File: src/rtl/ex_mem_pkg.sv
// Shared types for the EX/MEM pipeline register: the captured entry, the
// skid-buffer state, and the capture-time rules applied to incoming entries.
package ex_mem_pkg;

  localparam int unsigned DATA_W = 32;
  localparam int unsigned REG_W  = 5;

  typedef struct packed {
    logic [DATA_W-1:0] alu_y;
    logic [DATA_W-1:0] store_data;
    logic [REG_W-1:0]  dest;
    logic              reg_write;
    logic              mem_read;
    logic              mem_write;
    logic              mem_to_reg;
  } ex_mem_entry_t;

  typedef enum logic [1:0] {
    StEmpty,
    StOne,
    StFull
  } state_t;

  // r0 is hardwired to zero, so a write to it is dropped at capture.
  function automatic ex_mem_entry_t sanitize(input ex_mem_entry_t e);
    ex_mem_entry_t r;
    r = e;
    if (e.dest == '0) r.reg_write = 1'b0;
    return r;
  endfunction

  function automatic logic [1:0] occupancy_of(input state_t s);
    logic [1:0] n;
    case (s)
      StOne:   n = 2'd1;
      StFull:  n = 2'd2;
      default: n = 2'd0;
    endcase
    return n;
  endfunction

endpackage

File: src/rtl/ex_mem_if.sv
// Valid/ready stream carrying one EX/MEM entry; the master drives valid and
// the entry, the slave drives ready.
interface ex_mem_if;
  import ex_mem_pkg::*;

  logic          valid;
  logic          ready;
  ex_mem_entry_t entry;

  modport master (output valid, output entry, input ready);
  modport slave  (input valid, input entry, output ready);

endinterface

File: src/rtl/ex_mem_entry_reg.sv
// Load-enable register for one EX/MEM entry. Reset zeroes everything; clear
// (squash) zeroes only the control bits and keeps the data.
module ex_mem_entry_reg
  import ex_mem_pkg::*;
(
  input  logic          clk_i,
  input  logic          rst_i,
  input  logic          clr_i,
  input  logic          load_i,
  input  ex_mem_entry_t d_i,
  output ex_mem_entry_t q_o
);

  ex_mem_entry_t entry_q;

  always_ff @(posedge clk_i) begin
    if (rst_i) begin
      entry_q <= '0;
    end else if (clr_i) begin
      entry_q.reg_write  <= 1'b0;
      entry_q.mem_read   <= 1'b0;
      entry_q.mem_write  <= 1'b0;
      entry_q.mem_to_reg <= 1'b0;
    end else if (load_i) begin
      entry_q <= d_i;
    end
  end

  assign q_o = entry_q;

endmodule

File: src/rtl/ex_mem_stage.sv
// EX/MEM pipeline register built as a two-entry skid buffer, so MEM
// back-pressure never reaches EX combinationally; also drives the forward view.
module ex_mem_stage
  import ex_mem_pkg::*;
(
  input  logic              clk_i,
  input  logic              rst_i,
  input  logic              flush_i,
  ex_mem_if.slave           in_bus,
  ex_mem_if.master          out_bus,
  output logic              fwd_valid_o,
  output logic [REG_W-1:0]  fwd_dest_o,
  output logic [DATA_W-1:0] fwd_y_o,
  output logic [1:0]        occupancy_o
);

  state_t        state_q, state_d;
  logic          in_ready_q;
  logic          out_valid_q;
  logic [1:0]    occ_q;

  logic          accept, pop;
  logic          head_load, head_from_skid, skid_load;
  ex_mem_entry_t in_entry, head_d, head_q, skid_q;

  assign accept   = in_bus.valid & in_ready_q;
  assign pop      = out_valid_q & out_bus.ready;
  assign in_entry = sanitize(in_bus.entry);
  assign head_d   = head_from_skid ? skid_q : in_entry;

  always_comb begin
    state_d        = state_q;
    head_load      = 1'b0;
    head_from_skid = 1'b0;
    skid_load      = 1'b0;
    if (flush_i) begin
      state_d = StEmpty;
    end else begin
      case (state_q)
        StEmpty: begin
          if (accept) begin
            state_d   = StOne;
            head_load = 1'b1;
          end
        end
        StOne: begin
          if (accept && pop) begin
            head_load = 1'b1;
          end else if (accept) begin
            skid_load = 1'b1;
            state_d   = StFull;
          end else if (pop) begin
            state_d = StEmpty;
          end
        end
        StFull: begin
          if (pop) begin
            head_load      = 1'b1;
            head_from_skid = 1'b1;
            state_d        = StOne;
          end
        end
        default: state_d = StEmpty;
      endcase
    end
  end

  // Handshake outputs are registered from the next state so in_ready never
  // depends on out_ready or in_valid within a cycle.
  always_ff @(posedge clk_i) begin
    if (rst_i) begin
      state_q     <= StEmpty;
      in_ready_q  <= 1'b1;
      out_valid_q <= 1'b0;
      occ_q       <= 2'd0;
    end else begin
      state_q     <= state_d;
      in_ready_q  <= (state_d != StFull);
      out_valid_q <= (state_d != StEmpty);
      occ_q       <= occupancy_of(state_d);
    end
  end

  ex_mem_entry_reg u_head (
    .clk_i  (clk_i),
    .rst_i  (rst_i),
    .clr_i  (flush_i),
    .load_i (head_load),
    .d_i    (head_d),
    .q_o    (head_q)
  );

  ex_mem_entry_reg u_skid (
    .clk_i  (clk_i),
    .rst_i  (rst_i),
    .clr_i  (flush_i),
    .load_i (skid_load),
    .d_i    (in_entry),
    .q_o    (skid_q)
  );

  assign in_bus.ready  = in_ready_q;
  assign out_bus.valid = out_valid_q;
  assign out_bus.entry = head_q;
  assign occupancy_o   = occ_q;

  // Loads are not forwardable: their value only exists after MEM.
  assign fwd_valid_o = out_valid_q & head_q.reg_write & ~head_q.mem_read;
  assign fwd_dest_o  = head_q.dest;
  assign fwd_y_o     = head_q.alu_y;

endmodule

File: src/flat_wrapper.sv
// flat-port wrapper written by rule: the top's interface ports become plain ports
module ex_mem_stage_flat import ex_mem_pkg::*;
  (clk_i, rst_i, flush_i, fwd_valid_o, fwd_dest_o, fwd_y_o, occupancy_o, in_bus_valid, in_bus_entry, in_bus_ready, out_bus_valid, out_bus_entry, out_bus_ready);
  ex_mem_if in_bus_i ();
  ex_mem_if out_bus_i ();
  input  logic clk_i;
  input  logic rst_i;
  input  logic flush_i;
  output logic fwd_valid_o;
  output logic [REG_W-1:0] fwd_dest_o;
  output logic [DATA_W-1:0] fwd_y_o;
  output logic [1:0] occupancy_o;
  input wire logic [$bits(in_bus_i.valid)-1:0] in_bus_valid;
  input wire logic [$bits(in_bus_i.entry)-1:0] in_bus_entry;
  output wire logic [$bits(in_bus_i.ready)-1:0] in_bus_ready;
  output wire logic [$bits(out_bus_i.valid)-1:0] out_bus_valid;
  output wire logic [$bits(out_bus_i.entry)-1:0] out_bus_entry;
  input wire logic [$bits(out_bus_i.ready)-1:0] out_bus_ready;
  assign in_bus_i.valid = in_bus_valid;
  assign in_bus_i.entry = in_bus_entry;
  assign in_bus_ready = in_bus_i.ready;
  assign out_bus_valid = out_bus_i.valid;
  assign out_bus_entry = out_bus_i.entry;
  assign out_bus_i.ready = out_bus_ready;
  ex_mem_stage u_core (.clk_i(clk_i), .rst_i(rst_i), .flush_i(flush_i), .in_bus(in_bus_i), .out_bus(out_bus_i), .fwd_valid_o(fwd_valid_o), .fwd_dest_o(fwd_dest_o), .fwd_y_o(fwd_y_o), .occupancy_o(occupancy_o));
endmodule
File: config.mk
export PLATFORM = sky130hd
export DESIGN_NAME = ex_mem_stage_flat
export DESIGN_NICKNAME = d
export VERILOG_FILES = /design/src/rtl/ex_mem_pkg.sv /design/src/rtl/ex_mem_if.sv /design/src/rtl/ex_mem_entry_reg.sv /design/src/rtl/ex_mem_stage.sv /design/src/flat_wrapper.sv
export SDC_FILE = /design/constraint.sdc
export NUM_CORES = 1
export LEC_CHECK = 0
export BUFFER_PORTS_ARGS = -buffer_cell sky130_fd_sc_hd__buf_4
export CORE_MARGIN = 3
export CORE_UTILIZATION = 46
export DETAILED_ROUTE_END_ITERATION = 16
export HOLD_SLACK_MARGIN = 0.03
export PLACE_DENSITY_LB_ADDON = 0.08
export SKIP_CTS_REPAIR_TIMING = 1
export SLEW_MARGIN = 20
export SYNTH_ARGS = -nofsm -noshare
export SYNTH_HDL_FRONTEND = slang
export SYNTH_SLANG_ARGS = --single-unit
File: constraint.sdc
create_clock -name clk_i -period 1.4 [get_ports clk_i]
set_input_delay 0.14 -clock clk_i [delete_from_list [all_inputs] [get_ports clk_i]]
set_output_delay 0.14 -clock clk_i [all_outputs]
set_load 0.02 [all_outputs]
# After elaboration in Yosys (flattened, before gate mapping)
# Index checks and enable logic that the tools add are counted.
# totals
in_bits	78
out_inout_bits	115
word_cells	56
ff_bits	152
# classes
n_reduce_logical	7
muxes	20
bitwise_logic	6
eq_ne	5
# op_table
operator	count
two-way mux 73 bit	1
two-way mux 2 bit	6
two-way mux 1 bit	10
one-hot mux 2 bit (3 select lines)	1
logical NOT 5 bit	1
AND 1 bit	4
== test 2 x 1 -> 1 bit (second input constant)	2
== test 2 bit (second input constant)	2
one-hot mux 2 bit (2 select lines)	1
AND reduction 2 bit	2
one-hot mux 1 bit (3 select lines)	1
logical NOT 2 bit	1
inequality test 2 bit (second input constant)	1
inverter 1 bit	2
nonzero test 2 bit	1
OR reduction 2 bit	1
logical AND 1 bit	1

# Longest topological paths before layout
# Gate-level depths: netlist of the first run.
# logic_depth
word_depth	8
depth_mapped	7
mapped_depth_nobuf	4

# Modules after synthesis
# Synthesis of the first run repeated with hierarchy kept, for this count alone.
# unflattened
cells_unflattened	805
area_unflattened_um2	8600.7
# modules_own_cells
module	seq_area_each_um2	area_per_inst_um2	cells_per_inst	n_inst
ex_mem_entry_reg	1461.4	3392.0	327	2
ex_mem_stage	120.1	1816.7	151	1

# Worst setup path after synthesis of the first run
# No wires, ideal clock.
# synth_path
path_type	register to register
start	reg u_core.out_valid_q, in the netlist u_core.out_bus.valid
end	reg u_core.u_head.entry_q, in the netlist u_core.u_head.q_o[41]
setup_time_ns	0.142
t_required_ns	1.258
slack_ns	-0.218
arrival_ns	1.476
stages_incl_launch_ff	6
cell_sequence	dfxtp_1 > nand4b_4 > o22ai_2 > buf_4 > clkbuf_1 > a311oi_1
# synth_between
elab_chain_len	6
word_cells_on_any_way	10
cone_classes	7 x mux; 1 x bitwise; 2 x reduce/logical
# synth_lines
element	line_no	source
from (decl)	ex_mem_stage.sv:19	logic out_valid_q;
from (signal assigned)	ex_mem_stage.sv:79	out_valid_q <= (state_d != StEmpty);
AND 1 bit *	ex_mem_stage.sv:27	assign pop = out_valid_q & out_bus.ready;
logical AND 1 bit	ex_mem_stage.sv:47	if (accept && pop) begin
two-way mux 1 bit	ex_mem_stage.sv:47	
one-hot mux 1 bit (3 select lines)	ex_mem_stage.sv:39	case (state_q)
two-way mux 1 bit	ex_mem_stage.sv:36	if (flush_i) begin
AND reduction 2 bit (no line)	--	
to (signal assigned)	ex_mem_entry_reg.sv:25	entry_q <= d_i;
to (decl)	ex_mem_entry_reg.sv:14	ex_mem_entry_t entry_q;
# Mark *: on every way between the ends. The rest lies on a longest branch, timed or not.
# A chain may end at the register's enable or synchronous reset.

# Worst setup path in the final report of the first run
# layout_path
start	reg u_core.state_q[0]
end	reg u_core.u_head.entry_q, in the netlist u_core.u_head.q_o[10]
# layout_between
elab_chain_len	4
word_cells_on_any_way	9
cone_classes	2 x eq/ne; 5 x mux; 2 x reduce/logical
# layout_lines
element	line_no	source
from (decl)	ex_mem_stage.sv:17	state_t state_q, state_d;
from (signal assigned)	ex_mem_stage.sv:72	state_q <= StEmpty;
from (signal assigned)	ex_mem_stage.sv:77	state_q <= state_d;
== test 2 bit, or another cell as far along	ex_mem_stage.sv:39	
one-hot mux 1 bit (3 select lines) or two-way mux 1 bit (tied branches)	ex_mem_stage.sv:39	
two-way mux 1 bit	ex_mem_stage.sv:36	
AND reduction 2 bit (no line) or two-way mux 73 bit (tied branches)	--	
# Parallel ways exist; a longest one is shown, timed or not.

==> results of run 1 <==
## critical path, stage by stage, from the launching register on
cell	delay (ps)
dfxtp_2	340
nand4b_4	210
buf_6	150
nor2_4	120
buf_12	160
clkbuf_16	180
nand2_1	60
a311oi_1	270
## metal layers
layer	vias up	track usage
li1	3098	-
met1	3073	0.259
met2	266	0.345
met3	27	0.0654
met4	0	0.0700
met5	-	0
## stage by stage
step	total power, mW	setup WS, ps	cell area, sq um	TNS, ps
after floorplan	5.58	-43.1	6310	-2570
after global placement	6.14	-98.4	7650	-9600
after detailed placement	6.17	-188	7650	-15130
after CTS	10.3	-206	8190	-17440
after global routing	11.0	-253	9580	-26050
final	10.7	-185	9580	-14820
## cell usage after synthesis, drive strengths merged
cell / n
a21boi: 1
nand3: 3
nand4b: 1
nand4bb: 1
and3b: 1
nor4: 1
o22ai: 1
o21ai: 4
or2: 2
nand3b: 1
a31oi: 4
nor2: 77
a311oi: 69
dfxtp: 152
clkbuf: 25
nor2b: 1
a21bo: 1
or4: 1
inv: 2
o21a: 2
xnor2: 1
nand2: 290
a21oi: 74
mux2i: 1
buf: 76
a211o: 1
## how the worst min path moves through the flow
stage                     startpoint  slack [ps]                     to  cells after the start
floorplan           in_bus_entry[10]         280  u_core.u_skid.q_o[10]                      2
CTS                 in_bus_entry[15]         -40  u_core.u_skid.q_o[15]                      3
global route         in_bus_entry[6]          30   u_core.u_head.q_o[6]                      3
detailed placement  in_bus_entry[15]         410  u_core.u_skid.q_o[15]                      3
global placement    in_bus_entry[38]         400  u_core.u_skid.q_o[38]                      3
finish               in_bus_entry[5]          20   u_core.u_head.q_o[5]                      3
## cell families after synthesis
logic type                Yosys count  share of synthesized area
AOI/OAI and AO/OA                 157                      0.172
xor gates and xnor gates            1                    0.00140
buffers and inverters             103                      0.100
DFF                               152                      0.485
muxes                               1                    0.00160
and+or+nand+nor                   379                      0.240
## area by class of cell
| class | count | area (sq um) | share of cell area |
|---|---|---|---|
| clock buffers | 24 | 502 | 0.0524 |
| clock inverters | 7 | 43.8 | 0.00457 |
| repair buffers | 317 | 2930 | 0.306 |
| inverters | 2 | 7.51 | 0.000784 |
| flip-flops and latches | 152 | 3050 | 0.319 |
| multi-input cells | 538 | 2820 | 0.295 |
| well taps | 176 | 220 | 0.0230 |
## state kept, by name (all words and copies together), names as in the netlist
register	cells
u_core.u_head.q_o	73
u_core.u_skid.q_o	73
u_core.occupancy_o	2
u_core.state_q	2
u_core.in_bus.ready	1
u_core.out_bus.valid	1
## power groups by stage
stage          Sequential [mW]  Combinational, mW  Clock [mW]
2_1_floorplan             4.90              0.681           0
3_3_place_gp              4.73               1.41           0
3_5_place_dp              4.74               1.43           0
4_1_cts                   4.65               1.43        4.24
5_1_grt                   4.68               1.92        4.43
6_report                  4.66               1.81        4.19
==> results.md, run 1 <==
- Status: finished, violations left
- Failing checks: negative setup slack
- Die height: 123 um
- Setup violators final: 142
- Final Slew Violations: 0
- Startpoint types: register
- Post-layout min period: 1590 ps
- Sequential share of the synthesized area: 0.485
- Layout Skew: 11.0 ps
- Initial antenna violation count: 0
- R2R cell count: 7
- Clock power frac: 0.393
- Post-Synthesis Cells: 793
- Sinks on Clock Net: 152
- Pwr/cell area: 1110 mW/mm^2
- Layout area overhead: 52.7%
- Final worst slack: -185 ps
- P_leak: 4.03 nW
- Switching share of power: 0.260
- Clk slew on worst S/H paths: 60 ps
- Most frequent cells in the layout: 282 x nand2_1, 210 x buf_4, 148 x dfxtp_1, 73 x nor2_1, 73 x dlygate4sd3_1
- Syn Area/Cell: 7.91 sq um
- Worst Setup SP: u_core.state_q[0]
- Residual DRC: 0
- Reg power frac: 0.437
- CP Max Fanout: 9
- Post-DR wirelength/cell: 16.5 um
- WP data arrival: 1900 ps
- Longest Clk Path Bufs: 2
- Antenna fix cells: 0
- Routed WL: 20.0 mm
- Fraction of layout cells with a size suffix above 1: 0.307
- Min-delay worst type: in -> reg
- Sw Pwr: 2.77 mW
- Total gr overflow: 0
- Area contributors post-synth: dfxtp_1 49%, nand2_1 17%, a311oi_1 9.6%, a21oi_1 5.9%, buf_4 4.7%
- RR Startpoint: u_core.state_q[0]
- Via-to-Cell Ratio: 5.32
- Largest net degree at the start of global routing: 100
- Number of buffers added on ports: 192
- Combinational share of power: 0.170
- Seq cells post-synth: 152
- Cts bufs inserted: 17
- DR top layer: met4
- Placer Congestion: 0.767
- Internal cell power: 7.88 mW
- DRT iter0 DRCs: 633
- Slew HR: 0.676
- Worst Setup EP: u_core.u_head.q_o[10]
- Reg2Reg Setup Slack: -190 ps
- Tcrit/Tclk final: 1.13
- Share of the synthesized area in the top cell type: 0.485
- Max_cap viols: 0
- CTS tree: done
- Max Fclk: 631 MHz
- Slew @ Worst Pin: 487 ps
- DR WL met2: 10.0 mm
- Total core area: 0.0133 sq mm
- Mapped Area: 0.00627 sq mm
- Placed cell count: 1,089
- Gr usage total: 0.209
- Crit path required time: 1710 ps
- Number of synthesis warnings: 0
- Synthesized Nets: 871
- Worst skew pair latency: 420 ps
- Post-DP HPWL: 10.8 mm
- H-tree levels: 4
- R2R Path End: u_core.u_head.q_o[10]
- Final hold violation count: 0
- Vias in the first global route: 5,199
- Nets@finish: 1,106
- Std cell rows: 42
- Utilization of the core after routing: 0.720
- Top-Level Pins: 193
- Final-layout fill cell count: 1,005
- Via count: 6,464
- Setup repair after global routing missed its margin: true
- Setup CP Type: reg -> reg
- Initial core utilization: 0.472
- Non-Filler Instances: 1,216
- CP endpoint kind: register
- Routed Antenna Nets: 0
- Global-route wire length before repair: 25.1 mm
- WL met1: 8.25 mm
- Hold_ws: 22.7 ps
- Yosys top cell by area: dfxtp_1
- DRT Pass-1 Iters: 5
- Root Driver: clkbuf_16
- Post-synthesis cell type count: 29
- Met3 WL post-DR: 1.45 mm
- Most common cell after layout, fill and taps aside: nand2_1
- Max rail drop VDD: 975 uV
- Die width: 123 um
- Die area: 0.0151 sq mm
Power figures use the tool's default switching activity.
==> inputs of run 2 (changes only) <==
--- a/config.mk
+++ b/config.mk
@@ -5,9 +5,10 @@
 export SDC_FILE = /design/constraint.sdc
 export NUM_CORES = 1
 export LEC_CHECK = 0
+export ABC_AREA = 1
 export BUFFER_PORTS_ARGS = -buffer_cell sky130_fd_sc_hd__buf_4
 export CORE_MARGIN = 3
-export CORE_UTILIZATION = 46
+export CORE_UTILIZATION = 48
 export DETAILED_ROUTE_END_ITERATION = 16
 export HOLD_SLACK_MARGIN = 0.03
 export PLACE_DENSITY_LB_ADDON = 0.08
==> results.md, run 2 <==
- Die height: 131 um (was 123 um)
- CP most frequent cell: nor2_1
- Hold depth: 3 (unchanged)
- Post-synth EDFFs: 0 (unchanged)
- Root Driver: clkbuf_16 (unchanged)
- Clk slew on worst S/H paths: 60 ps (about the same)
- Residual DRC: 0 (unchanged)
- Top-Level Pins: 193 (unchanged)
- Setup repair after global routing missed its margin: true (unchanged)
- Most common cell after layout, fill and taps aside: nand2_1 (unchanged)
- Async SR Flop Fraction: 0 (unchanged)
- Yosys top cell by area: dfxtp_1 (unchanged)
- Most frequent cells in the layout: 343 x nand2_1, 205 x buf_4, 177 x nor2_1, 151 x dfxtp_1, 147 x inv_1 (was 282 x nand2_1, 210 x buf_4, 148 x dfxtp_1, 73 x nor2_1, 73 x dlygate4sd3_1)
- Total power: 11.4 mW (was 10.7 mW)
- Total core area: 0.0153 sq mm (was 0.0133 sq mm)
- Final hold violation count: 0 (unchanged)
- Largest net degree at the start of global routing: 53 (was 100)
- Min-delay worst type: in -> reg (unchanged)
- Internal cell power: 8.39 mW (was 7.88 mW)
- Routed WL: 21.9 mm (was 20.0 mm)
- Vias in the first global route: 6,318 (was 5,199)
- Switching share of power: 0.264 (was 0.260)
- Slew @ Worst Pin: 500 ps (was 487 ps)
- Nets@finish: 1,476 (was 1,106)
- Max incr delay on CP: 380 ps (was 340 ps)
- Startpoint types: register (unchanged)
- Number of buffers added on ports: 192 (unchanged)
- CTS tree: done (unchanged)
- Utilization of the core after routing: 0.717 (was 0.720)
- CP Max Fanout: 10 (was 9)
- Reg power frac: 0.408 (was 0.437)
- Layout Skew: 6.77 ps (was 11.0 ps)
- Clock power frac: 0.411 (was 0.393)
- Max rail drop VDD: 854 uV (was 975 uV)
- Final worst slack: -134 ps (was -185 ps)
- H-tree levels: 4 (unchanged)
- Hold EP: u_core.u_skid.q_o[3] (was u_core.u_head.q_o[5])
- Die area: 0.0173 sq mm (was 0.0151 sq mm)
- Antenna fix cells: 0 (unchanged)
- RR Startpoint: u_core.state_q[0] (unchanged)
- Die width: 131 um (was 123 um)
- Number of synthesis warnings: 0 (unchanged)
- Total gr overflow: 0 (unchanged)
- Post-Synthesis Cells: 1,169 (was 793)
- Syn Area/Cell: 6.47 sq um (was 7.91 sq um)
- Final Slew Violations: 0 (unchanged)
- Post-synthesis cell type count: 24 (was 29)
- Via count: 7,536 (was 6,464)
- Crit path required time: 1720 ps (was 1710 ps)
- Synthesized Nets: 1,247 (was 871)
- Pwr/cell area: 1040 mW/mm^2 (was 1110 mW/mm^2)
- Synth top cells by count: 354 x nand2_1, 182 x nor2_1, 152 x dfxtp_1 (was 290 x nand2_1, 152 x dfxtp_1, 76 x nor2_1)
- Slew HR: 0.665 (was 0.676)
- Placer Congestion: 0.812 (was 0.767)
- Most frequent cell after synthesis: nand2_1 (unchanged)
- CP max-delay cell: dfxtp_1 (was dfxtp_2)
- Sw Pwr: 3.02 mW (was 2.77 mW)
- Max_cap viols: 0 (unchanged)
- R2R Path End: u_core.u_head.q_o[64] (was u_core.u_head.q_o[10])
- Area contributors post-synth: dfxtp_1 40%, nand2_1 18%, nor2_1 9.0%, inv_1 7.3%, nand3_1 5.0% (was dfxtp_1 49%, nand2_1 17%, a311oi_1 9.6%, a21oi_1 5.9%, buf_4 4.7%)
- WP data arrival: 1860 ps (was 1900 ps)
- Sinks on Clock Net: 152 (unchanged)
- Worst skew pair latency: 430 ps (was 420 ps)
- Mapped Area: 0.00756 sq mm (was 0.00627 sq mm)
- P_leak: 4.99 nW (was 4.03 nW)
- Fraction of layout cells with a size suffix above 1: 0.282 (was 0.307)
- Reg2Reg Setup Slack: -130 ps (was -190 ps)
- Longest Clk Path Bufs: 2 (unchanged)
- Share of the synthesized area in the top cell type: 0.403 (was 0.485)
- Sequential share of the synthesized area: 0.403 (was 0.485)
- Failing checks: negative setup slack (unchanged)
- Post-DR wirelength/cell: 13.5 um (was 16.5 um)
- R2R cell count: 7 (unchanged)
- Setup CP Type: reg -> reg (unchanged)
- Primary FF master, synth: dfxtp_1 (unchanged)
- Gr usage total: 0.214 (was 0.209)
- DRT Pass-1 Iters: 5 (unchanged)
- DRT iter0 DRCs: 387 (was 633)
- CP endpoint kind: register (unchanged)
- Post-layout min period: 1530 ps (was 1590 ps)
- Seq cells post-synth: 152 (unchanged)
- Status: finished, violations left (unchanged)
- Final-layout fill cell count: 1,266 (was 1,005)
- Std cell rows: 45 (was 42)
- Via-to-Cell Ratio: 4.65 (was 5.32)
- Min-delay src: in_bus_entry[3] (was in_bus_entry[5])
- Setup violators final: 116 (was 142)
- Initial core utilization: 0.494 (was 0.472)
- Max Fclk: 652 MHz (was 631 MHz)
- Tcrit/Tclk final: 1.10 (was 1.13)
- Post-DP HPWL: 12.0 mm (was 10.8 mm)
- Combinational share of power: 0.181 (was 0.170)
- Global-route wire length before repair: 30.5 mm (was 25.1 mm)
- CP Cell Sequence: buf_4, a21oi_4, buf_12, buf_8, nand3_1, nor2_1, nor2_1 (was nand4b_4, buf_6, nor2_4, buf_12, clkbuf_16, nand2_1, a311oi_1)
- Layout area overhead: 45.2% (was 52.7%)
- Initial antenna violation count: 0 (unchanged)
- Cts bufs inserted: 17 (unchanged)
- Routed Antenna Nets: 0 (unchanged)
run 2: cell types whose count changed after synthesis, moves of 11 or more:
cell | previous run | this run
nand2_1 | 290 | 354
nand2_2 | 0 | 11
nor2_1 | 76 | 182
inv_1 | 2 | 148
nand3_1 | 3 | 76
a311oi_1 | 69 | 0
nor2_2 | 0 | 51
run 2: how the worst max path moves through the flow:
stage / end / depth (start not counted) / startpoint
6_report: u_core.u_head.q_o[64] / 7 / u_core.state_q[0]
5_1_grt: u_core.u_head.q_o[64] / 8 / u_core.out_bus.valid
4_1_cts: u_core.u_head.q_o[70] / 8 / u_core.out_bus.valid
3_5_place_dp: u_core.u_head.q_o[5] / 8 / u_core.out_bus.valid
3_3_place_gp: u_core.u_head.q_o[65] / 8 / u_core.out_bus.valid
2_1_floorplan: u_core.u_head.q_o[47] / 7 / u_core.out_bus.valid
run 2: area by class of cell:
| type | count | area (sq um) | area share |
|---|---|---|---|
| well taps | 211 | 264 | 0.0241 |
| repair buffers | 314 | 2970 | 0.271 |
| multi-input cells | 760 | 3500 | 0.319 |
| inverters | 152 | 587 | 0.0535 |
| flip-flops and latches | 152 | 3040 | 0.277 |
| repair inverters | 1 | 16.3 | 0.00148 |
| clock buffers | 22 | 474 | 0.0432 |
| clock inverters | 8 | 121 | 0.0111 |
run 2: worst max-delay path: cells and delay by family, from the launching register on:
family | cells | cell delay (ps)
buffers and inverters | 3 | 490
flip-flops | 1 | 380
AO/OA/AOI/OAI | 1 | 290
AND/OR/NAND/NOR | 3 | 280
run 2: kinds of logic after synthesis:
| group | after synthesis | synth area share |
|---|---|---|
| buffers and inverters | 257 | 0.166 |
| AOI/OAI and AO/OA | 79 | 0.0568 |
| DFF | 152 | 0.403 |
| and+or+nand+nor | 681 | 0.375 |
run 2: metal layers:
layer	wire length (um)	up-vias	track usage
met4	291	0	0.0601
li1	-	3904	-
met5	0	-	0
met3	1290	21	0.0616
met1	9570	3391	0.269
met2	10800	220	0.358
run 2: per-stage QoR:
step | cell area [sq um] | std cells | setup TNS, ps | setup slack, ps | hold WS [ps]
6_report | 11000 | 1620 | -4190 | -134 | 32.5
4_1_cts | 9630 | 1528 | -2770 | -115 | -56.0
3_3_place_gp | 9030 | 1498 | -23.6 | -13.3 | 373
5_1_grt | 11000 | 1620 | -15080 | -195 | 36.5
3_5_place_dp | 9030 | 1498 | -1950 | -63.8 | 389
2_1_floorplan | 7560 | 1169 | 0 | 33.1 | 275
run 2: power by group through the flow:
stage               logic [mW]  clock network, mW  registers (mW)
floorplan                0.874                  0            4.92
global placement          1.74                  0            4.74
detailed placement        1.74                  0            4.74
CTS                       1.75               4.75            4.65
global route              2.24               4.91            4.68
finish                    2.07               4.69            4.65
==> inputs of run 3 (changes only) <==
--- a/config.mk
+++ b/config.mk
@@ -10,6 +10,7 @@
 export CORE_MARGIN = 3
 export CORE_UTILIZATION = 48
 export DETAILED_ROUTE_END_ITERATION = 16
+export GPL_TIMING_DRIVEN = 0
 export HOLD_SLACK_MARGIN = 0.03
 export PLACE_DENSITY_LB_ADDON = 0.08
 export SKIP_CTS_REPAIR_TIMING = 1
==> results.md, run 3 (synthesis results as in run 2) <==
- Status: finished, violations left (unchanged)
- Failing checks: negative setup slack (unchanged)
- Most common cell after layout, fill and taps aside: nand2_1 (unchanged)
- Residual DRC: 0 (unchanged)
- Top-Level Pins: 193 (unchanged)
- DRT iter0 DRCs: 437 (was 387)
- Min-delay worst type: in -> reg (unchanged)
- Setup repair after global routing missed its margin: true (unchanged)
- Max rail drop VDD: 882 uV (was 854 uV)
- Largest net degree at the start of global routing: 17 (was 53)
- Nets@finish: 1,551 (was 1,476)
- Post-DP HPWL: 13.8 mm (was 12.0 mm)
- Total gr overflow: 0 (unchanged)
- Die area: 0.0173 sq mm (unchanged)
- CP endpoint kind: register (unchanged)
- P_leak: 5.36 nW (was 4.99 nW)
- Vias in the first global route: 6,612 (was 6,318)
- Slew @ Worst Pin: 699 ps (was 500 ps)
- Longest Clk Path Bufs: 2 (unchanged)
- Max_cap viols: 0 (unchanged)
- Via-to-Cell Ratio: 4.72 (was 4.65)
- Utilization of the core after routing: 0.763 (was 0.717)
- Setup CP Type: reg -> reg (unchanged)
- Placer Congestion: 0.815 (was 0.812)
- Worst skew pair latency: 430 ps (about the same)
- Final hold violation count: 0 (unchanged)
- Root Driver: clkbuf_16 (unchanged)
- Routed Antenna Nets: 0 (unchanged)
- Antenna fix cells: 0 (unchanged)
- CP Max Fanout: 6 (was 10)
- Setup violators final: 142 (was 116)
- Max Fclk: 668 MHz (was 652 MHz)
- Pwr/cell area: 1010 mW/mm^2 (was 1040 mW/mm^2)
- Startpoint types: register (unchanged)
- Post-layout min period: 1500 ps (was 1530 ps)
- CTS tree: done (unchanged)
- Fraction of layout cells with a size suffix above 1: 0.332 (was 0.282)
- DRT Pass-1 Iters: 5 (unchanged)
- Most frequent cells in the layout: 340 x nand2_1, 248 x buf_4, 172 x nor2_1, 148 x dfxtp_1, 147 x inv_1 (was 343 x nand2_1, 205 x buf_4, 177 x nor2_1, 151 x dfxtp_1, 147 x inv_1)
- Routed WL: 22.9 mm (was 21.9 mm)
- Layout Skew: 6.39 ps (was 6.77 ps)
- Initial core utilization: 0.494 (unchanged)
- Die width: 131 um (unchanged)
- Crit path required time: 1730 ps (was 1720 ps)
- Final Slew Violations: 0 (unchanged)
- Total core area: 0.0153 sq mm (unchanged)
- Slew HR: 0.534 (was 0.665)
- Std cell rows: 45 (unchanged)
- Gr usage total: 0.226 (was 0.214)
- Number of buffers added on ports: 192 (unchanged)
- Post-DR wirelength/cell: 13.5 um (about the same)
- Clk slew on worst S/H paths: 60 ps (about the same)
- Hold_ws: 56.9 ps (was 32.5 ps)
- Initial antenna violation count: 0 (unchanged)
- Via count: 8,006 (was 7,536)
- Pre-CTS WS: -320 ps (was -63.8 ps)
- Die height: 131 um (unchanged)
- WP data arrival: 1830 ps (was 1860 ps)
- Layout area overhead: 54.5% (was 45.2%)
- Global-route wire length before repair: 32.5 mm (was 30.5 mm)
- H-tree levels: 4 (unchanged)
- Tcrit/Tclk final: 1.07 (was 1.10)
- Cts bufs inserted: 17 (unchanged)
- Sinks on Clock Net: 152 (unchanged)
- Final worst slack: -96.6 ps (was -134 ps)
[run 3: cell types whose count changed in the layout (fill, tap and decap cells not counted), sizes merged, moves of 2 or more]
cell	change
buf	+58
inv	-2
clkinvlp	+2
clkinv	+4
clkbuf	+14
[run 3: cell type report]
class	instances	area (sq um)
plain buffers	105	953
clock buffers	20	447
clock inverters	12	175
fillers	1190	3630
inverters	152	599
multi-input cells	761	3690
flip-flops and latches	152	3050
well taps	211	264
repair buffers	282	2460
repair inverters	2	32.5
[run 3: worst max-delay path, stage by stage, from the launching register on]
cell       delay, ps
dfxtp_4          360
nand2_4           80
a21oi_4          330
clkbuf_16        250
buf_12           130
nand3_4           80
nor2_4           120
nor2_1            40
[run 3: path summary, 6_finish.rpt]
check / startpoint / end / slack (ps) / cells past startpoint
setup / recovery: u_core.out_bus.valid / u_core.u_head.q_o[15] / -100 / 7
hold reg to reg: u_core.u_skid.q_o[4] / u_core.u_skid.q_o[4] / 460 / 2
setup reg to reg: u_core.out_bus.valid / u_core.u_head.q_o[15] / -100 / 7
hold / removal: in_bus_entry[3] / u_core.u_skid.q_o[3] / 60 / 3
[run 3: metal layers]
metal,track usage,vias up,wire length (um)
li1,-,4059,-
met1,0.299,3643,9930
met2,0.366,263,11200
met3,0.0521,41,1310
met4,0.0782,0,536
met5,0,-,0
[run 3: report_power, final]
group / total (mW) / switching, mW / internal (mW)
registers: 4.65 / 0.129 / 4.52
logic: 2.27 / 1.18 / 1.08
clock network: 4.88 / 1.86 / 3.02
total: 11.8 / 3.17 / 8.63
[run 3: per-stage QoR]
step / total power [mW] / instances / instance area, sq um / TNS [ps]
after floorplan: 5.79 / 1169 / 7560 / 0
after global placement: 6.54 / 1572 / 9270 / -25350
after CTS: 11.4 / 1604 / 9890 / -29290
final: 11.8 / 1697 / 11700 / -6770
after detailed placement: 6.56 / 1572 / 9270 / -27610
after global routing: 12.2 / 1697 / 11700 / -16120
